**config.mk**
```make
export PLATFORM = sky130hd
export DESIGN_NAME = regfile_scoreboard
export DESIGN_NICKNAME = d
export VERILOG_FILES = /design/src/rtl/regfile_pkg.sv /design/src/rtl/regfile_init_seq.sv /design/src/rtl/regfile_scoreboard.sv
export SDC_FILE = /design/constraint.sdc
export NUM_CORES = 1
export LEC_CHECK = 0
export BUFFER_PORTS_ARGS = -buffer_cell sky130_fd_sc_hd__buf_2
export CAP_MARGIN = 0
export CORE_ASPECT_RATIO = 1.75
export CORE_UTILIZATION = 45
export CTS_BUF_LIST = sky130_fd_sc_hd__clkbuf_4
export DETAILED_ROUTE_END_ITERATION = 10
export GPL_TIMING_DRIVEN = 0
export MAX_ROUTING_LAYER = met4
export PLACE_DENSITY = 0.63
export SLEW_MARGIN = 25
export SYNTH_ARGS = -nofsm -noshare
export SYNTH_HDL_FRONTEND = slang
export SYNTH_SLANG_ARGS = --single-unit
```
**constraint.sdc**
```tcl
create_clock -name clk -period 4.9 [get_ports clk]
set_clock_uncertainty 0.2 [all_clocks]
set_input_delay 1.225 -clock clk [delete_from_list [all_inputs] [get_ports clk]]
set_output_delay 1.225 -clock clk [all_outputs]
set_load 0.02 [all_outputs]
```
**src/rtl/regfile_pkg.sv**
```systemverilog
// Shared types and constants for the parametrised register file.
// Holds the init FSM encoding and the FP demo preload image.
package regfile_pkg;

  typedef enum logic {
    INIT = 1'b0,
    RUN  = 1'b1
  } state_e;

  localparam logic [31:0] FP_S0_INIT = 32'h41C1_0000;  // 24.125
  localparam logic [31:0] FP_S1_INIT = 32'h446C_B000;  // 946.75
  localparam int          S0_IDX     = 16;
  localparam int          S1_IDX     = 17;

endpackage

```
**src/rtl/regfile_init_seq.sv**
```systemverilog
// Post-reset initialisation sequencer: walks every register once, then holds RUN.
// One entry per cycle; init_done rises exactly DEPTH edges after reset release.
module regfile_init_seq
  import regfile_pkg::*;
#(
  parameter int DATA_W     = 32,
  parameter int ADDR_W     = 5,
  parameter int PRELOAD_EN = 1
) (
  input  logic              clk,
  input  logic              rst_n,
  output logic              init_we,
  output logic [ADDR_W-1:0] init_addr,
  output logic [DATA_W-1:0] init_data,
  output logic              init_done
);

  localparam int DEPTH   = 2 ** ADDR_W;
  localparam bit PRELOAD = (PRELOAD_EN == 1) && (DEPTH > 17);

  state_e            r_state;
  state_e            w_state_nxt;
  logic [ADDR_W-1:0] r_idx;
  logic [ADDR_W-1:0] w_idx_nxt;

  always_ff @(posedge clk or negedge rst_n) begin
    if (!rst_n) begin
      r_state <= INIT;
      r_idx   <= '0;
    end else begin
      r_state <= w_state_nxt;
      r_idx   <= w_idx_nxt;
    end
  end

  always_comb begin
    w_state_nxt = r_state;
    w_idx_nxt   = r_idx;
    init_we     = 1'b0;
    init_addr   = r_idx;
    init_data   = '0;
    init_done   = 1'b0;
    case (r_state)
      INIT: begin
        init_we = 1'b1;
        if (PRELOAD && (32'(r_idx) == S0_IDX)) init_data = DATA_W'(FP_S0_INIT);
        if (PRELOAD && (32'(r_idx) == S1_IDX)) init_data = DATA_W'(FP_S1_INIT);
        // Last index is all-ones, so the counter wraps back to 0 on exit.
        if (&r_idx) w_state_nxt = RUN;
        w_idx_nxt = r_idx + 1'b1;
      end
      RUN: begin
        init_done = 1'b1;
      end
      default: begin
        w_state_nxt = INIT;
      end
    endcase
  end

endmodule

```
**src/rtl/regfile_scoreboard.sv**
```systemverilog
// Multi-port register file with init sequencer, write-to-read bypass and busy scoreboard.
// Reads are combinational (zero latency); no backpressure, writes/issues ignored until init_done.
module regfile_scoreboard
  import regfile_pkg::*;
#(
  parameter int DATA_W     = 32,
  parameter int ADDR_W     = 5,
  parameter int NUM_RD     = 2,
  parameter int PRELOAD_EN = 1
) (
  input  logic                     clk,
  input  logic                     rst_n,
  input  logic [NUM_RD*ADDR_W-1:0] rd_addr,
  output logic [NUM_RD*DATA_W-1:0] rd_data,
  output logic [NUM_RD-1:0]        rd_busy,
  input  logic                     wr_en,
  input  logic [ADDR_W-1:0]        wr_addr,
  input  logic [DATA_W-1:0]        wr_data,
  input  logic                     issue_en,
  input  logic [ADDR_W-1:0]        issue_addr,
  output logic                     init_done
);

  localparam int DEPTH = 2 ** ADDR_W;

  logic              w_init_we;
  logic [ADDR_W-1:0] w_init_addr;
  logic [DATA_W-1:0] w_init_data;
  logic              w_init_done;

  regfile_init_seq #(
    .DATA_W    (DATA_W),
    .ADDR_W    (ADDR_W),
    .PRELOAD_EN(PRELOAD_EN)
  ) u_init_seq (
    .clk      (clk),
    .rst_n    (rst_n),
    .init_we  (w_init_we),
    .init_addr(w_init_addr),
    .init_data(w_init_data),
    .init_done(w_init_done)
  );

  assign init_done = w_init_done;

  logic [DATA_W-1:0] r_mem [DEPTH];
  logic [DEPTH-1:0]  r_busy;
  logic [DEPTH-1:0]  w_busy_nxt;
  logic              w_run_wr;
  logic              w_mem_we;
  logic [ADDR_W-1:0] w_mem_addr;
  logic [DATA_W-1:0] w_mem_data;

  assign w_run_wr   = w_init_done & wr_en & (wr_addr != '0);
  assign w_mem_we   = w_init_we | w_run_wr;
  assign w_mem_addr = w_init_we ? w_init_addr : wr_addr;
  assign w_mem_data = w_init_we ? w_init_data : wr_data;

  // Storage needs no reset: the init walk defines every entry before RUN.
  always_ff @(posedge clk) begin
    if (w_mem_we) r_mem[w_mem_addr] <= w_mem_data;
  end

  // A same-edge issue wins over a completing write to the same register.
  always_comb begin
    w_busy_nxt = r_busy;
    if (wr_en) w_busy_nxt[wr_addr] = 1'b0;
    if (issue_en && (issue_addr != '0)) w_busy_nxt[issue_addr] = 1'b1;
    w_busy_nxt[0] = 1'b0;
  end

  always_ff @(posedge clk or negedge rst_n) begin
    if (!rst_n) begin
      r_busy <= '0;
    end else if (w_init_done) begin
      r_busy <= w_busy_nxt;
    end
  end

  for (genvar g = 0; g < NUM_RD; g++) begin : g_rd
    logic [ADDR_W-1:0] w_ra;
    logic              w_hit;

    assign w_ra  = rd_addr[g*ADDR_W +: ADDR_W];
    assign w_hit = w_run_wr & (wr_addr == w_ra);

    assign rd_data[g*DATA_W +: DATA_W] = (!w_init_done || (w_ra == '0)) ? '0 :
                                         w_hit ? wr_data : r_mem[w_ra];
    assign rd_busy[g] = w_init_done & r_busy[w_ra] & ~w_hit;
  end

endmodule
```
======== Word-level counts from Yosys, hierarchy flattened ========
Memories as Yosys holds them, arrays and structs flattened.
Cells that the tools add are included.
storage, ports and cells
  bits in registers ....................... 37
  memory bits (writable) .................. 1024
  input port bits ......................... 56
  output and inout port bits .............. 67
  word-level logic and storage cells ...... 64
  memories kept ........................... 1
memories
  memory  depth  width  rd ports  clocked after Yosys merged registers in  wr ports  RTL line                  text
  r_mem   32     32     2         0                                        1         regfile_scoreboard.sv:46  logic [DATA_W-1:0] r_mem [DEPTH];
cells by class
  $add $sub $neg .......................... 1
  $lt $le $gt $ge ......................... 6
  eq/ne operators ......................... 4
  mux-type cells .......................... 24
  bitwise logic cells ..................... 14
  reductions and logical operators ........ 11
operator list
  cell                                                  count
  2-to-1 mux 32 bit                                     7
  2-to-1 mux 31 bit                                     2
  bitwise AND 32 bit                                    1
  NOT 32 bit                                            1
  OR 32 bit                                             1
  < comparator 5 x 6 -> 1 bit (second input constant)   4
  binary-select mux 1 bit (select 5 bit)                2
  demux 1 bit (select 5 bit)                            2
  equality test 5 bit                                   2
  equality test 5 bit (second input constant)           2
  >= comparator 5 x 1 -> 1 bit (second input constant)  2
  logical NOT 5 bit                                     2
  2-to-1 mux 1 bit                                      10
  nonzero test 5 bit                                    2
  bitwise AND 1 bit                                     8
  adder 5 x 1 -> 5 bit (second input constant)          1
  2-to-1 mux 5 bit                                      1
  AND reduction 5 bit                                   1
  logical AND 1 bit                                     3
  logical OR 1 bit                                      2
  NOT 1 bit                                             2
  logical NOT 1 bit                                     1
  OR 1 bit                                              1

======== Logic depth before layout (Yosys ltp) ========
Gate-level depths: netlist of the first run.
  depth in word-level cells ............... 9
  mapped depth ............................ 9
  gate-level depth less buffers ........... 5

======== By module ========
A second synthesis of the first run with hierarchy kept.
second synthesis, totals
  cell total of the unflattened synthesis .. 2990
  area total of the unflattened synthesis .. 51490.6 um^2
by module, submodules not included
  module              instances  cells an instance  area an instance (um^2)
  regfile_scoreboard  1          2933               50921.3
  regfile_init_seq    1          57                 569.3

======== Worst setup path before layout of the first run ========
No wires, ideal clock.
  path type ............................... input to output
  start ................................... input wr_addr[2]
  end ..................................... output rd_data[12]
  arrival time ............................ 3026 ps
  data required time ...................... 3475 ps
  path slack .............................. 449 ps
  cell stages on the path ................. 6
  buffers on the path ..................... 1
  cells stage by stage .................... or3_1 o31ai_2 nor3_1 nand2b_1 buf_2 o31ai_1
between the ends
  longest elaborated chain between the ends .. 5
  elaborated cells on any way between the ends .. 6
  classes of those cells .................. 1 x eq/ne; 2 x mux; 2 x bitwise; 1 x reduce/logical
RTL lines
  element                RTL line                  text
  from (decl)            regfile_scoreboard.sv:17  input logic [ADDR_W-1:0] wr_addr,
  nonzero test 5 bit     regfile_scoreboard.sv:54  assign w_run_wr = w_init_done & wr_en & (wr_addr != '0);
  bitwise AND 1 bit      regfile_scoreboard.sv:54
  bitwise AND 1 bit (*)  regfile_scoreboard.sv:85  assign w_hit = w_run_wr & (wr_addr == w_ra);
  2-to-1 mux 32 bit (*)  regfile_scoreboard.sv:88  w_hit ? wr_data : r_mem[w_ra];
  2-to-1 mux 32 bit (*)  regfile_scoreboard.sv:87  assign rd_data[g*DATA_W +: DATA_W] = (!w_init_done || (w_ra == '0)) ? '0 :
  to (decl)              regfile_scoreboard.sv:14  output logic [NUM_RD*DATA_W-1:0] rd_data,
Every way passes the cells marked *; elsewhere a longest branch is shown, timed or not.

======== Worst setup path after layout of the first run ========
  start ................................... input rd_addr[1]
  end ..................................... output rd_data[9]
between the ends
  longest elaborated chain between the ends .. 4
  elaborated cells on any way between the ends .. 7
  classes of those cells .................. 1 x eq/ne; 2 x mux; 1 x bitwise; 2 x reduce/logical; 1 x memory
RTL lines
  element                                                       RTL line                  text
  from (decl)                                                   regfile_scoreboard.sv:13  input logic [NUM_RD*ADDR_W-1:0] rd_addr,
  branches (longest 3 deep; another with memory (32 x 32 bit))  n/a
  2-to-1 mux 32 bit (*)                                         regfile_scoreboard.sv:87
Mark *: on every way between the ends.

==> results.json, run 1 <==
{
  "status": "complete, but fails checks",
  "violations": "setup timing",
  "layout_commonest_cell": "edfxtp_1",
  "synth_area_um2": 50200,
  "place_congestion": 1.07,
  "clk_latency_ps": 1230,
  "synth_edf_count": 1024,
  "cts_buffer_depth": 3,
  "grtUsageTotal_pct": 39.3,
  "async_reset_ff_share_pct": 3.49,
  "die_h_um": 444,
  "synth-seq-cells": 1061,
  "final_util_pct": 56.0,
  "io_pins": 123,
  "ys_seq_area_share_pct": 63.1,
  "dp_cells": 4460,
  "grt_max_degree": 38,
  "setup_viol": 30,
  "drive_gt1_share_pct": 43.6,
  "final_cell_mix": "edfxtp_1, mux4_2, clkbuf_4, mux2i_1, o22ai_1",
  "synth_flop_cell": "edfxtp_1",
  "cp-startpoint": "rd_addr[1]",
  "fin_cells": 4969,
  "antenna_found_initial": 10,
  "final_area_um2": 61800,
  "syn_area_per_cell_um2": 17.9,
  "grt_pass1_wl_um": 285000,
  "min_period_over_period_pct": 106,
  "cap_violations": 0,
  "peakVddDrop_mv": 0.242,
  "max_slew_margin_pct": 30.9,
  "worst_pin_slew_ps": 1030,
  "cp-end-kind": "output pin",
  "initialDrtViolationCount": 5223,
  "postPlaceCellArea_um2": 54600,
  "wirelength_um": 213000,
  "crit_fanout": 10,
  "row_count": 161,
  "area_growth_pct": 23.1,
  "antenna_left": 0,
  "crit_type": "in2out",
  "slew_violations": 0,
  "cts_tree": "yes",
  "place_hpwl_um": 150000,
  "power_leakage_nw": 20.7,
  "synthCells": 2809,
  "clock-sinks": 1061,
  "fp.dieW_um": 254,
  "clock.fmax_mhz": 193,
  "postSynthNetCount": 2869,
  "vias": 35000,
  "startpoint_type": "input port",
  "dr.pass1.iters": 6,
  "first_global_vias": 35300,
  "worst_hold_slack_ps": 196,
  "r2r_start": "u_init_seq.r_state",
  "setup_slack_ps": -287,
  "yosysUniqueCellTypes": 50,
  "rsz0062_at_grt": "yes",
  "grt-ovfl-total": 0,
  "cts.clk_slew.worst_paths_ps": 70,
  "drc": 0,
  "h-tree-depth": 4,
  "fin_crit_ps": 5190,
  "hp-start": "issue_addr[4]",
  "power_density_nw_per_um2": 323,
  "vias_per_cell": 7.05,
  "final_nets": 3365,
  "power.total_mw": 19.9,
  "numCtsBuffers": 235,
  "critPathRequiredTime_ps": 3470,
  "routedWlPerCell_um": 42.8,
  "yosysWarnings": 0,
  "design.die.area_um2": 113000,
  "root_buffer": "clkbuf_4",
  "core_um2": 110000,
  "hold_path_class": "in2reg",
  "numPortBuffers": 115,
  "worst_ep_arrival_time_ps": 3760,
  "hold_viol_final": 0,
  "start_util_pct": 45.5
}
## critical path, stage by stage
cell     delay (ps)
buf_6           130
buf_12          160
buf_12          150
buf_12          170
mux4_2          310
a22o_1          290
nor4_4          770
a31oi_4         130
a22o_1          250
buf_6           140
## final cells by class
cell class,instances,area [um^2]
fill,8484,48400
sequential,1061,31700
multi-input combinational,1522,19700
timing repair buffer,267,3060
clock buffer,336,2520
buffer,216,2450
tap,1467,1840
clock inverter,83,474
antenna,15,37.5
inverter,2,7.51
## where the power goes
group          switching [mW]  internal (mW)
sequential             0.0396           10.0
clock                    3.63           3.41
combinational            1.78           1.05
total                    5.44           14.5
## metrics by stage
step           worst slack [ps]  setup TNS [ps]
2_1_floorplan               449               0
3_3_place_gp              -1900        -1582140
3_5_place_dp              -1730          -72130
4_1_cts                   -81.1            -301
5_1_grt                    -161            -315
6_report                   -287           -1480
## per-layer routing
layer	vias to the layer above	share of wire, %	global-route usage (%)
met5	-	0	-
met4	0	12	37.5
met3	986	11	9.76
met2	2980	46	59.0
met1	17900	31	42.1
li1	13100	-	-
## flip-flops by register name (all words and copies together), names as in the netlist
register,cells
r_mem,1024
u_init_seq.r_state,1
r_busy,31
u_init_seq.init_addr,5
## worst paths after layout
check                                     end  slack, ps  cells past startpoint
max in group asynchronous  u_init_seq.r_state       3440                      2
max                                rd_data[9]       -290                     10
min in group asynchronous           r_busy[3]        460                      2
min reg2reg                        r_busy[25]        350                      2
max reg2reg                     r_mem[20][30]       1350                      5
min                                r_busy[16]        200                      3
## kinds of logic after synthesis
logic type / count (synthesis) / synth area share [%]
multiplexers: 766 / 25.5
flip-flops: 1061 / 63.1
AND/OR/NAND/NOR: 318 / 3.01
buffers and inverters: 226 / 2.28
XOR/XNOR: 13 / 0.227
adder cells (fa/ha/maj): 4 / 0.0998
AO/OA/AOI/OAI: 421 / 5.78
## synthesized netlist by cell type (all sizes together) (8+ instances only)
cell type | count | share of area (%)
nor2 | 98 | 0.73
o31ai | 13 | 0.20
mux4 | 405 | 18
a22oi | 21 | 0.31
a31oi | 9 | 0.11
o21bai | 11 | 0.16
a2111oi | 12 | 0.22
clkbuf | 92 | 0.69
o21ai | 90 | 0.90
a22o | 28 | 0.49
edfxtp | 1024 | 61
mux2 | 15 | 0.34
mux2i | 346 | 6.9
o22ai | 154 | 1.9
nor4 | 31 | 0.39
buf | 132 | 1.6
nor3 | 17 | 0.17
a211oi | 32 | 0.48
dfrtp | 37 | 1.8
nand3 | 12 | 0.12
xnor2 | 8 | 0.14
and2 | 22 | 0.27
a32o | 43 | 0.86
nand2 | 94 | 0.70
nand3b | 9 | 0.13
## repair_timing
action                     CTS  global route
hold endpoints to repair    37             0
pin swaps                   37            33
hold buffers                 1             0
resized for setup          662           137
setup buffers               20            58
setup endpoints to repair   66            52
cloned                       5             0
Note: power is estimated with default switching activity, not from simulation.
==> run 2: changes to the inputs <==
- PLACE_DENSITY: 0.63 -> unset
- PLACE_DENSITY_LB_ADDON: unset -> 0.25
==> run 2 against run 1 <==
The flow still finishes with violations (setup timing); total power down 1.1%; design area down 1.0%; clock power down 2%; critical path depth unchanged; via count down 0.61%; hold slack worse by 1.0 ps; sequential share of layout area up 0.52 points; first-iteration DRC count up 1.2%; register-to-register slack worse by 50 ps; wire length down 0.12%; setup slack better by 75 ps; flip-flop and latch count unchanged; critical endpoint unchanged.
==> results.json, run 2 (synthesized netlist as in run 1, its figures left out) <==
{
  "status": "complete, but fails checks",
  "violations": "setup timing",
  "vias": 34800,
  "slew_violations": 0,
  "power_density_nw_per_um2": 322,
  "grtUsageTotal_pct": 39.2,
  "crit_fanout": 10,
  "grt_pass1_wl_um": 285000,
  "final_cell_mix": "edfxtp_1, mux4_2, clkbuf_4, mux2i_1, o22ai_1",
  "worst_ep_arrival_time_ps": 3690,
  "critical-path-slowest-cell": "nor4_4",
  "worst_hold_slack_ps": 195,
  "finalSetupTns_ps": -1660,
  "root_buffer": "clkbuf_4",
  "h-tree-depth": 4,
  "core_um2": 110000,
  "final_nets": 3328,
  "peakVddDrop_mv": 0.224,
  "top_register": "r_mem",
  "setup_slack_ps": -212,
  "startpoint_type": "input port",
  "critPathTopFamily": "buffers and inverters",
  "critPathRequiredTime_ps": 3470,
  "cp_cell_sequence": "buf_2 > buf_12 > buf_12 > buf_16 > mux4_2 > a22o_4 > nor4_4 > a31oi_4 > a22o_1 > buf_6",
  "power.total_mw": 19.7,
  "antenna_left": 0,
  "dr.pass1.iters": 8,
  "cap_violations": 0,
  "clock.fmax_mhz": 196,
  "rsz0062_at_grt": "yes",
  "max_slew_margin_pct": 27.9,
  "antenna_found_initial": 8,
  "place_congestion": 1.06,
  "first_global_vias": 35200,
  "drive_gt1_share_pct": 43.0,
  "pre_cts_ws_ps": -1910,
  "largest_reg_flops": 1024,
  "wirelength_um": 213000,
  "row_count": 161,
  "cp-end-kind": "output pin",
  "min_period_over_period_pct": 104,
  "cts_tree": "yes",
  "die_h_um": 444,
  "fin_crit_ps": 5110,
  "routedWlPerCell_um": 43.1,
  "numCtsBuffers": 235,
  "initialDrtViolationCount": 5287,
  "grt-ovfl-total": 0,
  "layout_commonest_cell": "edfxtp_1",
  "critical_path_buf_inv_count": 5,
  "io_pins": 123,
  "numPortBuffers": 115,
  "fp.dieW_um": 254,
  "cts_buffer_depth": 3,
  "area_growth_pct": 21.9,
  "hold_viol_final": 0,
  "drc": 0,
  "clock-sinks": 1061,
  "hold_path_class": "in2reg",
  "fillCellCount": 8589,
  "clk_latency_ps": 1220,
  "crit_type": "in2out",
  "design.die.area_um2": 113000,
  "slowest_delay_ps": 720,
  "start_util_pct": 45.5,
  "seqCellArea_um2": 31700,
  "power_leakage_nw": 20.4,
  "setup_viol": 37,
  "worst_pin_slew_ps": 1080,
  "grt_max_degree": 38,
  "place_hpwl_um": 149000,
  "multi_input_area_um2": 19600,
  "crit_top_cell": "buf_12",
  "cts.clk_slew.worst_paths_ps": 80,
  "vias_per_cell": 7.06
}
## run 2: layout make-up
| class | instances | area share [%] |
|---|---|---|
| sequential | 1061 | 51.8 |
| multi-input combinational | 1522 | 32.1 |
| timing repair buffer | 230 | 4.32 |
| clock buffer | 318 | 3.90 |
| buffer | 216 | 3.90 |
| tap | 1467 | 3.00 |
| clock inverter | 104 | 0.886 |
| antenna | 13 | 0.0532 |
| inverter | 2 | 0.0123 |
## run 2: final timing paths
check,start,end,slack (ps),depth (start not counted)
worst max-delay path,rd_addr[1],rd_data[9],-210,10
worst min-delay path,issue_addr[4],r_busy[17],200,3
worst max register to register,u_init_seq.r_state,r_mem[29][26],1300,5
worst min register to register,r_busy[17],r_busy[17],330,2
max in group asynchronous,rst_n,u_init_seq.r_state,3420,2
min in group asynchronous,rst_n,r_busy[2],420,2
## run 2: repair_timing
item	in CTS	in global routing
gates resized for setup	620	131
cloned	1	0
pin swaps	32	27
endpoints found under the setup margin	66	49
hold buffers	1	0
endpoints found under the hold margin	37	0
setup buffers	27	19
## run 2: metal layers
metal  global-route usage, %  up-vias  part of all wire (%)
li1                        -    13000                     -
met4                    36.1        0                    12
met1                    41.9    17800                    31
met2                    59.8     2978                    47
met5                       -        -                     0
met3                    9.47      958                    10
## run 2: worst register-to-register path: stages, from the launching register on
cell,delay (ps)
dfrtp_2,500
clkbuf_1,410
clkbuf_1,570
clkbuf_1,600
nand2_1,120
nand2_1,820
## run 2: stage by stage
step / cell area (um^2) / util (%) / std cells
floorplan: 50200 / - / 2809
global placement: 52600 / 47.7 / 4391
detailed placement: 54600 / 49.5 / 4458
CTS: 60400 / 54.8 / 4901
global route: 61100 / 55.5 / 4931
finish: 61100 / 55.5 / 4933
## run 2: where the power goes
part           internal, mW  switching [mW]
clock network          3.19            3.67
registers              10.0          0.0392
logic                  1.01            1.77
